$ cat src/rtl/vid_pkg.sv
// Shared types and constants for the video frame-buffer read path.
package vid_pkg;

  localparam int unsigned PIX_W = 24;

  typedef enum logic [1:0] {
    IDLE  = 2'd0,
    REQ   = 2'd1,
    FETCH = 2'd2,
    DONE  = 2'd3
  } state_e;

  localparam logic [PIX_W-1:0] UNDERFLOW_PIX_DEF = 24'hFF00FF;

endpackage

$ cat src/rtl/vid_pix_fifo.sv
// Synchronous pixel FIFO with occupancy count and synchronous flush.
module vid_pix_fifo #(
  parameter int unsigned DEPTH = 64,
  parameter int unsigned WIDTH = 24
) (
  input  logic                         clk,
  input  logic                         rst_n,
  input  logic                         i_flush,
  input  logic                         i_push,
  input  logic [WIDTH-1:0]             i_wdata,
  input  logic                         i_pop,
  output logic [WIDTH-1:0]             o_rdata_c,
  output logic [$clog2(DEPTH+1)-1:0]   o_count
);

  localparam int unsigned AW = $clog2(DEPTH);
  localparam int unsigned CW = $clog2(DEPTH + 1);

  logic [WIDTH-1:0] r_mem [DEPTH];
  logic [AW-1:0]    r_wptr;
  logic [AW-1:0]    r_rptr;
  logic [CW-1:0]    r_count;
  logic             w_push;
  logic             w_pop;

  // Guard against writing when full or reading when empty; flush overrides both.
  always_comb begin
    w_push = i_push && !i_flush && (r_count != CW'(DEPTH));
    w_pop  = i_pop  && !i_flush && (r_count != '0);
  end

  always_ff @(posedge clk or negedge rst_n) begin
    if (!rst_n) begin
      r_wptr  <= '0;
      r_rptr  <= '0;
      r_count <= '0;
    end else if (i_flush) begin
      r_wptr  <= '0;
      r_rptr  <= '0;
      r_count <= '0;
    end else begin
      if (w_push) r_wptr <= r_wptr + AW'(1);
      if (w_pop)  r_rptr <= r_rptr + AW'(1);
      r_count <= r_count + CW'(w_push) - CW'(w_pop);
    end
  end

  // Storage is not reset; validity is tracked by the pointers.
  always_ff @(posedge clk) begin
    if (w_push) r_mem[r_wptr] <= i_wdata;
  end

  assign o_rdata_c = r_mem[r_rptr];
  assign o_count   = r_count;

endmodule

$ cat src/rtl/vid_line_fetch.sv
// Line-by-line frame-buffer fetcher: requests lines from the DDR2 read port and streams pixels on vid_de.
module vid_line_fetch
  import vid_pkg::*;
#(
  parameter int unsigned      ACTIVE_W      = 1280,
  parameter int unsigned      ACTIVE_H      = 720,
  parameter int unsigned      FIFO_DEPTH    = 64,
  parameter logic [PIX_W-1:0] UNDERFLOW_PIX = UNDERFLOW_PIX_DEF
) (
  input  logic             clk,
  input  logic             rst_n,
  input  logic             vid_vs,
  input  logic             vid_de,
  output logic             local_rd_req,
  output logic             local_rd_ready,
  input  logic [PIX_W-1:0] local_rd_data,
  input  logic             local_rd_valid,
  output logic [PIX_W-1:0] pix_data,
  output logic             pix_valid,
  output logic             underflow,
  output logic             overflow
);

  localparam int unsigned RCV_W  = $clog2(ACTIVE_W + 1);
  localparam int unsigned LINE_W = $clog2(ACTIVE_H + 1);
  localparam int unsigned CW     = $clog2(FIFO_DEPTH + 1);

  state_e            r_state;
  state_e            w_state_nxt;
  logic [RCV_W-1:0]  r_rcv_cnt;
  logic [LINE_W-1:0] r_line_cnt;
  logic              r_rd_req;
  logic              r_rd_ready;
  logic [PIX_W-1:0]  r_pix_data;
  logic              r_pix_valid;
  logic              r_underflow;
  logic              r_overflow;

  logic [CW-1:0]     w_count;
  logic [CW-1:0]     w_count_nxt;
  logic [PIX_W-1:0]  w_fifo_rdata;
  logic              w_full;
  logic              w_empty;
  logic              w_push;
  logic              w_pop;
  logic              w_rcv_last;
  logic              w_ready_nxt;

  vid_pix_fifo #(
    .DEPTH (FIFO_DEPTH),
    .WIDTH (PIX_W)
  ) u_fifo (
    .clk       (clk),
    .rst_n     (rst_n),
    .i_flush   (vid_vs),
    .i_push    (w_push),
    .i_wdata   (local_rd_data),
    .i_pop     (w_pop),
    .o_rdata_c (w_fifo_rdata),
    .o_count   (w_count)
  );

  // Next state, FIFO handshake and next-cycle ready (ready tracks the post-edge occupancy).
  always_comb begin
    w_full      = (w_count == CW'(FIFO_DEPTH));
    w_empty     = (w_count == '0);
    w_push      = local_rd_valid && (r_state == FETCH) && !w_full && !vid_vs;
    w_pop       = vid_de && !w_empty && !vid_vs;
    w_rcv_last  = w_push && (r_rcv_cnt == RCV_W'(ACTIVE_W - 1));
    w_state_nxt = r_state;
    if (vid_vs) begin
      w_state_nxt = REQ;
    end else begin
      case (r_state)
        REQ:     w_state_nxt = FETCH;
        FETCH:   if (w_rcv_last) w_state_nxt = (r_line_cnt == LINE_W'(ACTIVE_H)) ? DONE : REQ;
        default: w_state_nxt = r_state;
      endcase
    end
    w_count_nxt = vid_vs ? '0 : (w_count + CW'(w_push) - CW'(w_pop));
    w_ready_nxt = (w_state_nxt == FETCH) && ((CW'(FIFO_DEPTH) - w_count_nxt) >= CW'(2));
  end

  always_ff @(posedge clk or negedge rst_n) begin
    if (!rst_n) begin
      r_state     <= IDLE;
      r_rcv_cnt   <= '0;
      r_line_cnt  <= '0;
      r_rd_req    <= 1'b0;
      r_rd_ready  <= 1'b0;
      r_pix_data  <= '0;
      r_pix_valid <= 1'b0;
      r_underflow <= 1'b0;
      r_overflow  <= 1'b0;
    end else begin
      r_state    <= w_state_nxt;
      r_rd_req   <= (w_state_nxt == REQ);
      r_rd_ready <= w_ready_nxt;
      if (vid_vs) begin
        r_rcv_cnt  <= '0;
        r_line_cnt <= '0;
      end else begin
        if (r_state == REQ) r_line_cnt <= r_line_cnt + LINE_W'(1);
        if (w_push)         r_rcv_cnt  <= w_rcv_last ? '0 : (r_rcv_cnt + RCV_W'(1));
      end
      r_pix_valid <= vid_de;
      if (vid_de) r_pix_data <= w_pop ? w_fifo_rdata : UNDERFLOW_PIX;
      // Sticky error flags; a frame start clears them and suppresses setting that cycle.
      if (vid_vs) begin
        r_underflow <= 1'b0;
        r_overflow  <= 1'b0;
      end else begin
        if (vid_de && w_empty) r_underflow <= 1'b1;
        if (local_rd_valid && ((r_state != FETCH) || w_full)) r_overflow <= 1'b1;
      end
    end
  end

  assign local_rd_req   = r_rd_req;
  assign local_rd_ready = r_rd_ready;
  assign pix_data       = r_pix_data;
  assign pix_valid      = r_pix_valid;
  assign underflow      = r_underflow;
  assign overflow       = r_overflow;

endmodule
$ cat config.mk
export PLATFORM = sky130hd
export DESIGN_NAME = vid_line_fetch
export DESIGN_NICKNAME = d
export VERILOG_FILES = /design/src/rtl/vid_pkg.sv /design/src/rtl/vid_pix_fifo.sv /design/src/rtl/vid_line_fetch.sv
export SDC_FILE = /design/constraint.sdc
export NUM_CORES = 2
export LEC_CHECK = 0
export CORE_AREA = 2 2 339 341
export CTS_BUF_LIST = sky130_fd_sc_hd__clkbuf_8
export DETAILED_ROUTE_END_ITERATION = 6
export DIE_AREA = 0 0 341 343
export HOLD_SLACK_MARGIN = 0.08
export PLACE_DENSITY = 0.71
export RECOVER_POWER = 100
export SETUP_SLACK_MARGIN = 0.1
export SKIP_CTS_REPAIR_TIMING = 1
export SLEW_MARGIN = 20
export SYNTH_ARGS = -nofsm -noshare
export SYNTH_HDL_FRONTEND = slang
export SYNTH_SLANG_ARGS = --single-unit
$ cat constraint.sdc
create_clock -name clk -period 4.19 [get_ports clk]
set_input_delay 0.6285 -clock clk [delete_from_list [all_inputs] [get_ports clk]]
set_output_delay 0.6285 -clock clk [all_outputs]
set_load 0.01 [all_outputs]
# [Word-level counts from Yosys, hierarchy flattened]
# Memories as Yosys holds them, arrays and structs flattened.
# Cells that the tools add are included.
[op_classes] n_addsub=9 magnitude_cmp=1 n_eq_ne=9 n_mux=22 n_reduce_logical=25
[ops] op="11-bit 2-to-1 mux" count=3
[ops] op="24-bit 2-to-1 mux" count=1
[ops] op="6-bit 2-to-1 mux" count=4
[ops] op="10-bit 2-to-1 mux" count=2
[ops] op="7-bit by 1-bit adder with 7-bit output" count=2
[ops] op="7-bit 2-to-1 mux" count=2
[ops] op="7-bit by 1-bit subtractor with 7-bit output" count=2
[ops] op="1-bit logical AND" count=13
[ops] op="6-bit by 1-bit adder with 6-bit output (second input constant)" count=2
[ops] op="2-bit nonzero test" count=6
[ops] op="11-bit by 1-bit adder with 11-bit output (second input constant)" count=1
[ops] op="11-bit == test (second input constant)" count=1
[ops] op="10-bit by 1-bit adder with 10-bit output (second input constant)" count=1
[ops] op="10-bit == test (second input constant)" count=1
[ops] op="7-bit == test (second input constant)" count=1
[ops] op="7-bit by 2-bit greater-or-equal comparator with 1-bit output (second input constant)" count=1
[ops] op="7-bit zero test" count=1
[ops] op="7-bit != test (second input constant)" count=1
[ops] op="7-bit nonzero test" count=1
[ops] op="7-bit subtractor (first input constant)" count=1
[ops] op="1-bit 2-to-1 mux" count=6
[ops] op="2-bit 2-to-1 mux" count=3
[ops] op="2-bit by 1-bit == test with 1-bit output (second input constant)" count=2
[ops] op="2-bit == test (second input constant)" count=2
[ops] op="4 further kinds" count=6
[word_totals] register_bits=71 ramBits=1536 in_bits=29 n_memories=1
[mem_list] name="u_fifo.r_mem" words=64 width=24 read_ports=1 rd_ports_with_merged_regs=0 wr=1 line_no="vid_pix_fifo.sv:19" text="logic [WIDTH-1:0] r_mem [DEPTH];"

# [Logic depth before layout (Yosys ltp)]
[logic_depth] depth_word=10 depth_mapped=17 depth_no_buf=16

# [Modules after synthesis]
# A second synthesis with hierarchy kept.
[hier_totals] cells_unflattened=3034 area_unflattened_um2=62608.8
[by_module_without_submodules] mod="vid_pix_fifo" instances=1 cells_per_inst=2752 area_per_inst_um2=59837.4 seq_area_each_um2=46599.7
[by_module_without_submodules] mod="vid_line_fetch" instances=1 cells_per_inst=282 area_per_inst_um2=2771.4 seq_area_each_um2=1301.2

# [Worst setup path after synthesis]
# OpenSTA, ideal clock, no wires.
[synth_path] path_type="register -> register" from="register u_fifo.r_count[2] (netlist: u_fifo.o_count[2])" to="memory u_fifo.r_mem[48][0] (enable)" arrival_time_ps=4157 setup_slack_ps=-434 stages_incl_launch_ff=9 period_less_slack_ps=4624 cell_sequence="dfrtp_1 > inv_1 > ha_1 > nor4bb_1 > a211o_1 > or2_2 > inv_2 > nand4b_1 > nor4_1"
[synth_between] elab_chain_cells=8 elab_cells_between_ends=9
[synth_lines] element="start, declared" line_no="vid_pix_fifo.sv:22" text="logic [CW-1:0] r_count;"
[synth_lines] element="start signal, assigned" line_no="vid_pix_fifo.sv:44" text="r_count <= r_count + CW'(w_push) - CW'(w_pop);"
[synth_lines] element="7-bit == test" line_no="vid_line_fetch.sv:65" text="w_full = (w_count == CW'(FIFO_DEPTH));"
[synth_lines] element="1-bit zero test" line_no="vid_line_fetch.sv:67" text="w_push = local_rd_valid && (r_state == FETCH) && !w_full && !vid_vs;"
[synth_lines] element="1-bit logical AND (2 in a row)" line_no="vid_line_fetch.sv:67"
[synth_lines] element="1-bit logical AND" line_no="vid_pix_fifo.sv:28" text="w_push = i_push && !i_flush && (r_count != CW'(DEPTH));"
[synth_lines] element="1-bit logical AND (*)" line_no="vid_pix_fifo.sv:28"
[synth_lines] element="1-bit 2-to-1 mux (*)" line_no="vid_pix_fifo.sv:50" text="if (w_push) r_mem[r_wptr] <= i_wdata;"
[synth_lines] element="1-bit 2-to-1 mux (implied by the code) (*)" line_no="vid_pix_fifo.sv:50"
[synth_lines] element="end, declared" line_no="vid_pix_fifo.sv:19"
# Mark *: on every way between the ends. The rest lies on a longest branch, timed or not.

# [Worst setup path in the final report]
[layout_path] from="register u_fifo.r_count[4] (netlist: u_fifo.o_count[4])" to="memory u_fifo.r_mem[26][22] (enable)"
# The elaborated chain is that of the path after synthesis.

==> run summary <==
Iteration count of the initial detailed-routing pass: 5. Peak ir drop on the vdd network: 0.3565 mV. The kind of cell with the highest combined delay along the critical path is buffers and inverters. The routed layout has 31050 vias. Timing would allow up to 251.3 MHz. The category of the worst setup path launch point was a flop. Delay of the slowest cell on the worst path: 0.61 ns. Setup violations remaining at the end of the flow were counted as 0. No sink is reached through more buffers than the 3 on the longest clock path. The final reports fail on max-capacitance violations, max-slew violations.

The run gives 0.1134 sq mm as the area of the placeable core. The startpoint identified for the worst hold timing path is vid_vs. After synthesis, the mean cell area works out to 21.68 sq um.

In this run the cell area of the synthesized design comes to 0.06208 sq mm. For this run the aggregate overflow at the end of global routing stands at 0. The logs give 7753 for the number of inserted filler cells in the final layout and 3205 for the final-stage net count. Actual transition at the worst max-transition pin: 3.285 ns.

The synthesized netlist contains 66 unique library cells. The logs give 0 for the yosys synthesis warning count and 54.74% for the starting density of the core. The vertical die dimension was 343 um. Number of global-route vias before repair: 31570. The worst setup path is captured at a flop. After synthesis, the share of flip-flops with an asynchronous set or reset is 4.418%. The flip-flop cell with the highest count after synthesis was sky130_fd_sc_hd__edfxtp_1. Of the post-synthesis cell area, the dominant cell type holds 74.29%. The tools report the critical register-to-register path startpoint as u_fifo.o_count[4]$_DFF_PN0_. The maximum number of pins on one net before global-route repair is 72, and the number of routed nets with antenna violations is 0.

With fillers left out, the area of the finished cells amounts to 0.06916 sq mm. Ranked by total cell area, the synthesized netlist is headed by sky130_fd_sc_hd__edfxtp_1, sky130_fd_sc_hd__mux4_2, sky130_fd_sc_hd__dfrtp_1. Dividing the detail-routed wire length by the instance count gives 30.45 um. The net count after synthesis is 2916. The final count of pins violating max slew came out at 1312.

Clock latency on the worst-skew pair, taken at its later pin, is 0.93 ns. In this run, synthesis produced a sequential element count of 1607. Among all stages on the critical path, the largest delay is contributed by sky130_fd_sc_hd__clkbuf_2. The tools report the static leakage as 21.66 nW. The H-tree generated during clock tree synthesis spans 4 levels. The run gives 0 ns as the setup TNS after final layout. For the area enclosed by the die boundary, the log shows 0.1170 sq mm. TritonCTS built the clock tree. The tool flagged a number of max-cap violations equal to 33. In the routed design, unresolved DRC markers number 0. For the half-perimeter wire length after placement, the log shows 89550 um. The detailed-route vias per instance works out to 6.377. The number of enable flip-flop cells after synthesis came out at 1536. Buffers placed on the I/O ports in this run total 57.

For the final hold violation count, the log shows 0. The commonest cells after synthesis are sky130_fd_sc_hd__edfxtp_1, sky130_fd_sc_hd__mux4_2, sky130_fd_sc_hd__nor2_1. In this run the worst path has a maximum fanout of 24. The tools report the worst setup path startpoint as u_fifo.o_count[4]$_DFF_PN0_. Traced cell by cell, the critical path runs through inv_1 > ha_1 > nor4bb_1 > a211o_1 > or2_2 > clkbuf_1 > inv_1 > nand3_1 > clkbuf_1 > nor2_2 > clkbuf_2. The flow ran to the end, but the final reports show violations. The number of buffer and inverter stages on the critical path is 5, and the maximum clock skew at final layout is 0.05468 ns.

The number of antenna violations at the first check in global routing was 8; the normalized max-slew margin was -119.0%. The post-route netlist has 25.87% of its cells at a drive strength greater than 1. Wire length reported by the detailed router: 148300 um. The tree is rooted in a sky130_fd_sc_hd__clkbuf_8. Number of placement rows: 124. In this run the cell area measured after placement is 0.06522 sq mm. The starting DRC count in detailed routing came out at 3829. The cell count after synthesis came out at 2864. Among all cell types in the netlist, the one instantiated most often is sky130_fd_sc_hd__edfxtp_1.

The fraction of the yosys area taken by sequential cells was 77.16%; the data required time at the worst endpoint was 4.70 ns. The critical path class was reg2reg. Setup repair after global routing left no endpoint under its margin. Routability-driven placement finished with a final weighted congestion of 0.9020. Global routing consumed, over all layers together, 25.59% of the routing resources. The CTS clock-pin slew for the worst setup and hold paths is 0.06 ns. The number of buffers inserted during clock tree synthesis is 239, and the wire length of the first global-routing pass is 214000 um.

Power spread over the standard cell area amounts to 516.0 mW/mm^2. In the finished design, the share of the clock period the worst path needs comes to 94.99%. The arrival time at the worst endpoint is 4.49 ns, and the clock net sink count is 1607.

Number of ports placed on the die boundary: 58. The width of the die is 341 um. The minimum period implied by the final worst setup slack works out to 3.980 ns. The leading area contributor after synthesis is sky130_fd_sc_hd__edfxtp_1. The layout overhead on the synthesized area was 11.40%. The path class of the tightest hold or removal check is in2reg.
==> per-layer routing <==
layer | GRT usage [%] | share of wire (%)
met1 | 34.59 | 38
met2 | 41.93 | 50
met3 | 5.513 | 9.0
met4 | 8.737 | 2.8
met5 | 0 | 0.036
==> cell usage in the layout, fill, tap and decap left out, drive strengths merged, types with 15 or more instances in the layout <==
cell type    instances
ha                  21
clkinv              81
nand2               41
edfxtp            1536
nor2               123
inv                130
a21oi               42
xor2                18
nand3               22
buf                 63
clkbuf             365
o211ai              15
dfrtp               71
a22oi               72
o21ai               22
dlygate4sd3         31
a221oi              30
mux2i               53
o32a                16
nor3                23
a22o                31
mux4               386
==> final cells by class <==
class                           count  area (sq um)  share of cell area, %
Antenna cell                        5         12.51                0.01809
Clock buffer                      247          3400                  4.915
Clock inverter                    193         923.4                  1.335
Inverter                           26         97.59                 0.1411
Multi-Input combinational cell   1066         13440                  19.44
Sequential cell                  1607         47910                  69.27
Tap cell                         1512          1892                  2.735
Timing Repair Buffer              213          1483                  2.144
==> registers in the layout (all words and copies together), names as in the netlist, 2 cells and up <==
register and count:
u_fifo.r_rptr 6, r_line_cnt 10, pix_data 24, r_state 2, u_fifo.r_mem 1536, r_rcv_cnt 11, u_fifo.o_count 7, u_fifo.r_wptr 6
==> path summary, 6_finish.rpt <==
check | to | slack [ns] | cells past startpoint
max | u_fifo.r_mem[26][22]$_DFFE_PP_ | 0.21 | 11
min | u_fifo.o_count[1]$_DFF_PN0_ | 0.23 | 3
min reg2reg | underflow$_DFFE_PN0P_ | 0.50 | 2
min in group asynchronous | r_rcv_cnt[7]$_DFFE_PN0P_ | 0.78 | 2
max reg2reg | u_fifo.r_mem[26][22]$_DFFE_PP_ | 0.21 | 11
max in group asynchronous | u_fifo.r_rptr[0]$_DFFE_PN0P_ | 1.95 | 2
==> kinds of logic (layout without fill, tap and decap cells) <==
family,count (synthesis),after routing,synth area share (%)
other cells,0,5,0
fa+ha+maj,23,23,0.4877
buf+inv,191,679,1.455
xor+xnor,27,27,0.3809
flops,1607,1607,77.16
simple gates,299,299,2.364
compound gates,278,278,3.299
mux,439,439,14.86
==> power by group <==
part,switching [mW],internal [mW]
clock network,5.82,5.69
registers,0.184,17.8
logic,3.29,2.95
==> worst reg2reg max path, delay by kind of cell, from the launching register on <==
| kind | cells | cell delay (ns) |
|---|---|---|
| buffers and inverters | 5 | 1.65 |
| AOI/OAI and AO/OA | 1 | 0.31 |
| and+or+nand+nor | 4 | 1.02 |
| adders and majority gates | 1 | 0.22 |
| DFF | 1 | 0.36 |
==> per-stage QoR <==
stage	hold slack, ns	worst slack [ns]	util (%)	power (mW)	cells
floorplan	0.3329	0.5602	-	22.58	2864
global placement	0.4569	0.1757	57.51	24.49	4423
detailed placement	0.4797	0.07571	57.51	24.61	4423
CTS	-0.1690	0.3973	61.32	36.04	4863
global route	0.2119	0.1362	60.98	37.00	4866
finish	0.2294	0.2101	60.98	35.69	4869
Note: power is estimated with default switching activity, not from simulation.
